## config.mk

```make
export PLATFORM = sky130hd
export DESIGN_NAME = issue_sequencer
export DESIGN_NICKNAME = d
export VERILOG_FILES = /design/src/rtl/expipe_pkg.sv /design/src/rtl/issue_sequencer_sat_counter.sv /design/src/rtl/issue_sequencer.sv
export SDC_FILE = /design/constraint.sdc
export NUM_CORES = 1
export LEC_CHECK = 0
export ABC_AREA = 1
export CAP_MARGIN = 30
export CORE_MARGIN = 1
export CORE_UTILIZATION = 43
export DETAILED_ROUTE_END_ITERATION = 7
export PLACE_DENSITY_LB_ADDON = 0.12
export SYNTH_ARGS = -nofsm -noshare
export SYNTH_HDL_FRONTEND = slang
export SYNTH_SLANG_ARGS = --single-unit
```

## constraint.sdc

```tcl
create_clock -name clk_i -period 5.1 [get_ports clk_i]
set_clock_uncertainty 0.1 [all_clocks]
set_input_delay 1.275 -clock clk_i [delete_from_list [all_inputs] [get_ports clk_i]]
set_output_delay 1.275 -clock clk_i [all_outputs]
set_load 0.01 [all_outputs]
```

## src/rtl/expipe_pkg.sv

```systemverilog
// rtl/expipe_pkg.sv - shared types and widths for the issue stage
package expipe_pkg;

  localparam int ROB_IDX_LEN   = 5;
  localparam int REG_NUM_DEF   = 32;
  localparam int EU_N_DEF      = 4;
  localparam int PAYLOAD_W_DEF = 64;
  localparam int REG_IDX_W     = $clog2(REG_NUM_DEF);
  localparam int EU_IDX_W      = $clog2(EU_N_DEF);

  typedef enum logic {
    EMPTY = 1'b0,
    HOLD  = 1'b1
  } issue_state_t;

  typedef struct packed {
    logic [REG_IDX_W-1:0]     rd;
    logic                     rd_we;
    logic [REG_IDX_W-1:0]     rs1;
    logic [REG_IDX_W-1:0]     rs2;
    logic [EU_IDX_W-1:0]      eu_sel;
    logic [PAYLOAD_W_DEF-1:0] payload;
  } issue_buf_t;

endpackage

```

## src/rtl/issue_sequencer_sat_counter.sv

```systemverilog
// rtl/issue_sequencer_sat_counter.sv - saturating up-counter with sync clear
module sat_counter #(
  parameter int CNT_W = 16
) (
  input  logic             clk_i,
  input  logic             rst_i,
  input  logic             en,
  input  logic             clr,
  output logic [CNT_W-1:0] cnt
);

  always_ff @(posedge clk_i or posedge rst_i) begin
    if (rst_i) begin
      cnt <= '0;
    end else if (clr) begin
      cnt <= '0;
    end else if (en && !(&cnt)) begin
      cnt <= cnt + 1'b1;
    end
  end

endmodule

```

## src/rtl/issue_sequencer.sv

```systemverilog
// rtl/issue_sequencer.sv - single-entry issue stage from IQ to ROB, register status and EUs
module issue_sequencer
  import expipe_pkg::*;
#(
  parameter int REG_NUM   = REG_NUM_DEF,
  parameter int EU_N      = EU_N_DEF,
  parameter int PAYLOAD_W = PAYLOAD_W_DEF,
  parameter int CNT_W     = 16,
  localparam int REG_IDX_LEN = $clog2(REG_NUM),
  localparam int EU_IDX_LEN  = $clog2(EU_N)
) (
  input  logic                   clk_i,
  input  logic                   rst_i,
  input  logic                   flush_i,
  input  logic                   iq_valid_i,
  output logic                   iq_ready_o,
  input  logic [REG_IDX_LEN-1:0] iq_rd_idx_i,
  input  logic                   iq_rd_we_i,
  input  logic [REG_IDX_LEN-1:0] iq_rs1_idx_i,
  input  logic [REG_IDX_LEN-1:0] iq_rs2_idx_i,
  input  logic [EU_IDX_LEN-1:0]  iq_eu_sel_i,
  input  logic [PAYLOAD_W-1:0]   iq_payload_i,
  input  logic                   rob_ready_i,
  input  logic [ROB_IDX_LEN-1:0] rob_tail_idx_i,
  output logic                   rob_valid_o,
  output logic                   rs_valid_o,
  input  logic                   rs_ready_i,
  output logic [REG_IDX_LEN-1:0] rs_rd_idx_o,
  output logic [ROB_IDX_LEN-1:0] rs_rob_idx_o,
  output logic [REG_IDX_LEN-1:0] rs_rs1_idx_o,
  output logic [REG_IDX_LEN-1:0] rs_rs2_idx_o,
  input  logic                   rs_rs1_busy_i,
  input  logic [ROB_IDX_LEN-1:0] rs_rs1_rob_idx_i,
  input  logic                   rs_rs2_busy_i,
  input  logic [ROB_IDX_LEN-1:0] rs_rs2_rob_idx_i,
  output logic [EU_N-1:0]        eu_valid_o,
  input  logic [EU_N-1:0]        eu_ready_i,
  output logic                   eu_rs1_busy_o,
  output logic [ROB_IDX_LEN-1:0] eu_rs1_rob_idx_o,
  output logic                   eu_rs2_busy_o,
  output logic [ROB_IDX_LEN-1:0] eu_rs2_rob_idx_o,
  output logic [ROB_IDX_LEN-1:0] eu_dest_rob_idx_o,
  output logic [PAYLOAD_W-1:0]   eu_payload_o,
  output logic [CNT_W-1:0]       stall_cnt_o
);

  issue_state_t state_q, state_d;
  issue_buf_t   buf_q, buf_d;
  logic         wr;
  logic         fire;
  logic         accept;
  logic         stall;

  always_ff @(posedge clk_i or posedge rst_i) begin
    if (rst_i) begin
      state_q <= EMPTY;
      buf_q   <= '0;
    end else begin
      state_q <= state_d;
      buf_q   <= buf_d;
    end
  end

  always_comb begin
    state_d     = state_q;
    buf_d       = buf_q;
    rob_valid_o = 1'b0;
    rs_valid_o  = 1'b0;
    eu_valid_o  = '0;

    // rd==x0 never marks anything busy, so it must not wait on register status either
    wr     = buf_q.rd_we && (buf_q.rd != '0);
    fire   = (state_q == HOLD) && !flush_i && rob_ready_i &&
             eu_ready_i[buf_q.eu_sel] && (rs_ready_i || !wr);
    iq_ready_o = !flush_i && ((state_q == EMPTY) || fire);
    accept = iq_valid_i && iq_ready_o;
    stall  = (state_q == HOLD) && !fire && !flush_i;

    if (fire) begin
      rob_valid_o                = 1'b1;
      rs_valid_o                 = wr;
      eu_valid_o[buf_q.eu_sel]   = 1'b1;
    end

    if (flush_i) begin
      state_d = EMPTY;
    end else begin
      if (fire) begin
        state_d = EMPTY;
      end
      if (accept) begin
        state_d        = HOLD;
        buf_d.rd       = iq_rd_idx_i;
        buf_d.rd_we    = iq_rd_we_i;
        buf_d.rs1      = iq_rs1_idx_i;
        buf_d.rs2      = iq_rs2_idx_i;
        buf_d.eu_sel   = iq_eu_sel_i;
        buf_d.payload  = iq_payload_i;
      end
    end
  end

  assign rs_rd_idx_o       = buf_q.rd;
  assign rs_rob_idx_o      = rob_tail_idx_i;
  assign rs_rs1_idx_o      = buf_q.rs1;
  assign rs_rs2_idx_o      = buf_q.rs2;
  assign eu_dest_rob_idx_o = rob_tail_idx_i;
  assign eu_payload_o      = buf_q.payload;
  // x0 reads as a constant, so it is never a pending source
  assign eu_rs1_busy_o     = rs_rs1_busy_i && (buf_q.rs1 != '0);
  assign eu_rs2_busy_o     = rs_rs2_busy_i && (buf_q.rs2 != '0);
  assign eu_rs1_rob_idx_o  = rs_rs1_rob_idx_i;
  assign eu_rs2_rob_idx_o  = rs_rs2_rob_idx_i;

  sat_counter #(.CNT_W(CNT_W)) u_stall_cnt (
    .clk_i (clk_i),
    .rst_i (rst_i),
    .en    (stall),
    .clr   (1'b0),
    .cnt   (stall_cnt_o)
  );

endmodule

```

==> run_results.csv <==
group,metric,value,unit
clocking,clock-root-buffer,"clkbuf_16",
setup_path,critical_path_class,"input port to output pin",
drt,drt-pass1-iter-count,4,
sta,grt_setup_unrepaired,"false",
drt,routed_wirelength,13500,um
placement,dp_hpwl,8790,um
sta,whs,0.369,ns
drt,drc,0,
clocking,numClockSinks,99,
drt,detail_route.iter0.violations,302,
grt,grt_pass1_vias,4276,
logic_synthesis,synth_cells,633,
logic_synthesis,synth.yosys.seq_area_share,46.8,%
sta,setup_total_negative_slack,0,ns
pwr,pwr_density_cell,362,nW/um2
floorplanning,core_area,12000,um2
grt,pin_count_of_the_biggest_net_entering_global_routing,86,
clocking,cts_setup_buffers,0,
clocking,h-tree-depth,3,
logic_synthesis,synth_seq_cells,99,
clocking,post_cts.resized_instances,0,
clocking,cts_made_buffers,9,
setup_path,r2r_cells,8,
grt,grt_overflow_total,0,
floorplanning,pin_count,233,
final_layout,multi_input_area,1780,um2
sta,timing_worst_slew_pin_value,0.987,ns
sta,period_share,85.0,%
sta,max_slew_margin,34.2,%
hold_path,min_delay_endpoint,"eu_payload_o[39]",
pwr,leakagePower,3.28,nW
placement,routabilityCongestion,0.824,
hold_path,holdPathStages,2,
hold_path,worst_hold_path_type,"flop to flop",
clocking,worstSkewPairLatency,0.34,ns
drt,route.detailed.wl_per_inst,15.7,um
placement,io_buffer_count,197,
final_layout,layout-drive-gt1-share,4.34,%
floorplanning,die_y,113,um
clocking,cts_tree,"done",
final_layout,final_core_util,57.1,%
sta,period_needed,4.34,ns
logic_synthesis,synthFlopType,"dfrtp_1",
logic_synthesis,yosysWarnings,0,
clocking,cts.reportedPaths.clkPinSlew,0.07,ns
sta,setup_viol_count_final,0,
setup_path,crit_arrival,2.96,ns
setup_path,regToRegSetupSlack,2.65,ns
hold_path,hold_path_startpoint,"eu_payload_o[39]",
floorplanning,start_util,44.1,%
logic_synthesis,postSynthNetCount,743,
grt,antenna_found_initial,0,
setup_path,rr_endpoint,"eu_payload_o[7]",
logic_synthesis,netlist_area,5290,um2
setup_path,kind_of_end_point_of_the_critical_path,"output pin",
floorplanning,design.die.area,12800,um2
logic_synthesis,synth_edf_count,0,
sta,fmax,231,MHz
drt,route.vias.total,4371,
final_layout,final-seq-area,2480,um2
status,run_status,"complete, no violations",
floorplanning,floorplan.rows,40,
drt,viasPerCell,5.07,
logic_synthesis,netlist.top_cell.by_area,"dfrtp_1",
grt,grt_util_all_layers,21.8,%
final_layout,final.fill_count,1151,
logic_synthesis,postSynthAreaPerCell,8.36,um2
pwr,vdd_ir_drop_max,156,uV
floorplanning,floorplan.die.width,113,um
drt,ant_nets,0,
logic_synthesis,synthTopCellsByArea,"dfrtp_1 (47%), nand2_1 (17%), buf_4 (14%)",
logic_synthesis,synth.lib_cells_used.distinct,24,
flow_run,max_cap_violations,0,
logic_synthesis,yosysTopAreaCellShare,46.8,%
setup_path,startpoint_type,"input port",
final_layout,area_growth,29.6,%
final_layout,final_net_count,820,
setup_path,critical_path_required_time,3.72,ns
grt,grt_first_pass_wirelength,21900,um
sta,hold_vio_cnt_final,0,
final_layout,n_antenna_cell,0,
setup_path,worstPathMaxFanout,10,
clocking,clk_path_buf_depth,2,
clocking,post_cts_hold_buffer_count,0,
setup_path,critical_path.reg2reg.startpoint,"rs_rd_idx_o[2]",
logic_synthesis,asyncSetResetFlopFracSynth,100,%
sta,timing.final.max_slew_violations,0,
[how the worst max path moves through the flow]
stage / from / to / slack (ns) / cells past startpoint
floorplan: rst_i / buf_q[64] / 1.13 / 1
global placement: eu_ready_i[2] / eu_valid_o[1] / 0.80 / 8
detailed placement: eu_ready_i[2] / eu_valid_o[3] / 0.79 / 8
CTS: eu_ready_i[2] / eu_valid_o[1] / 0.79 / 8
global route: eu_ready_i[3] / eu_valid_o[1] / 0.68 / 8
finish: eu_ready_i[2] / eu_valid_o[3] / 0.76 / 8
[layer usage]
| layer | GRT usage, % | wire length (um) | vias up |
|---|---|---|---|
| li1 | - | - | 2113 |
| met1 | 29.4 | 5950 | 2051 |
| met2 | 33.7 | 6250 | 173 |
| met3 | 5.36 | 1050 | 34 |
| met4 | 9.04 | 305 | 0 |
| met5 | 0 | 0 | - |
[flip-flops by register name (all words and copies together), names as in the netlist]
| signal | cells |
|---|---|
| eu_payload_o | 64 |
| rs_rs1_idx_o | 5 |
| rs_rd_idx_o | 5 |
| u_stall_cnt.cnt | 16 |
| state_q | 1 |
| buf_q | 3 |
| rs_rs2_idx_o | 5 |
[synthesized netlist by cell type (all sizes together) (2+ instances only)]
cell type  instances
buf              121
clkbuf            16
dfrtp             99
inv               19
nand2            244
nand3              9
nand4             86
nor2              15
nor3               4
o21ai              2
or4                2
xnor2              4
xor2               9
[through the flow]
step	cell area (um2)	worst slack (ns)	power, mW	cells
2_1_floorplan	5290	1.13	1.54	633
3_3_place_gp	6520	0.803	1.77	845
3_5_place_dp	6520	0.785	1.78	845
4_1_cts	6830	0.787	2.51	861
5_1_grt	6860	0.684	2.62	862
6_report	6860	0.765	2.49	862
[logic make-up after synthesis]
kind of cell | after synthesis | share of synthesized area [%]
simple gates | 361 | 30.8
compound gates | 3 | 0.284
buf+inv | 156 | 19.8
fa+ha+maj | 1 | 0.236
flops | 99 | 46.8
xor+xnor | 13 | 2.15
[cells in the final DEF, fill, tap and decap left out]
master / Yosys / layout
inv_1: 17 / 16
inv_4: 0 / 1
nand4_1: 86 / 86
a21oi_1: 1 / 1
nor2_1: 14 / 14
nand3_4: 1 / 2
nor2_4: 1 / 1
inv_2: 2 / 2
bufinv_16: 0 / 1
ha_1: 1 / 1
buf_2: 8 / 1
clkinvlp_4: 0 / 1
clkinv_2: 0 / 2
buf_4: 102 / 5
o21ai_0: 2 / 2
clkbuf_16: 0 / 9
nand2_2: 1 / 1
nand2_1: 243 / 243
xor2_1: 9 / 9
clkbuf_8: 0 / 3
buf_16: 0 / 1
xnor2_1: 4 / 4
clkdlybuf4s50_1: 0 / 196
nand3_1: 6 / 6
or4_1: 2 / 2
and3_1: 1 / 1
nand3_2: 2 / 1
dfrtp_1: 99 / 99
nor3_1: 4 / 4
[final cells by class]
cell class | instances | share of cell area [%]
flip-flops and latches | 99 | 36.1
inverters | 19 | 1.08
clock buffers | 12 | 3.89
multi-input cells | 378 | 25.9
clock inverters | 4 | 0.693
well taps | 147 | 2.68
repair buffers | 203 | 29.6
[critical path: stages]
cell,delay (ns)
clkdlybuf4s50_1,0.45
nand2_1,0.06
nand2_1,0.06
nand2_1,0.04
nand2_1,0.11
nand3_4,0.18
nor3_1,0.20
clkdlybuf4s50_1,0.58
[where the power goes]
part	internal [mW]	total, mW	switching, mW
registers	0.932	1.04	0.106
clock network	0.419	0.715	0.296
logic	0.391	0.732	0.341
(Power assumes the default switching activity.)
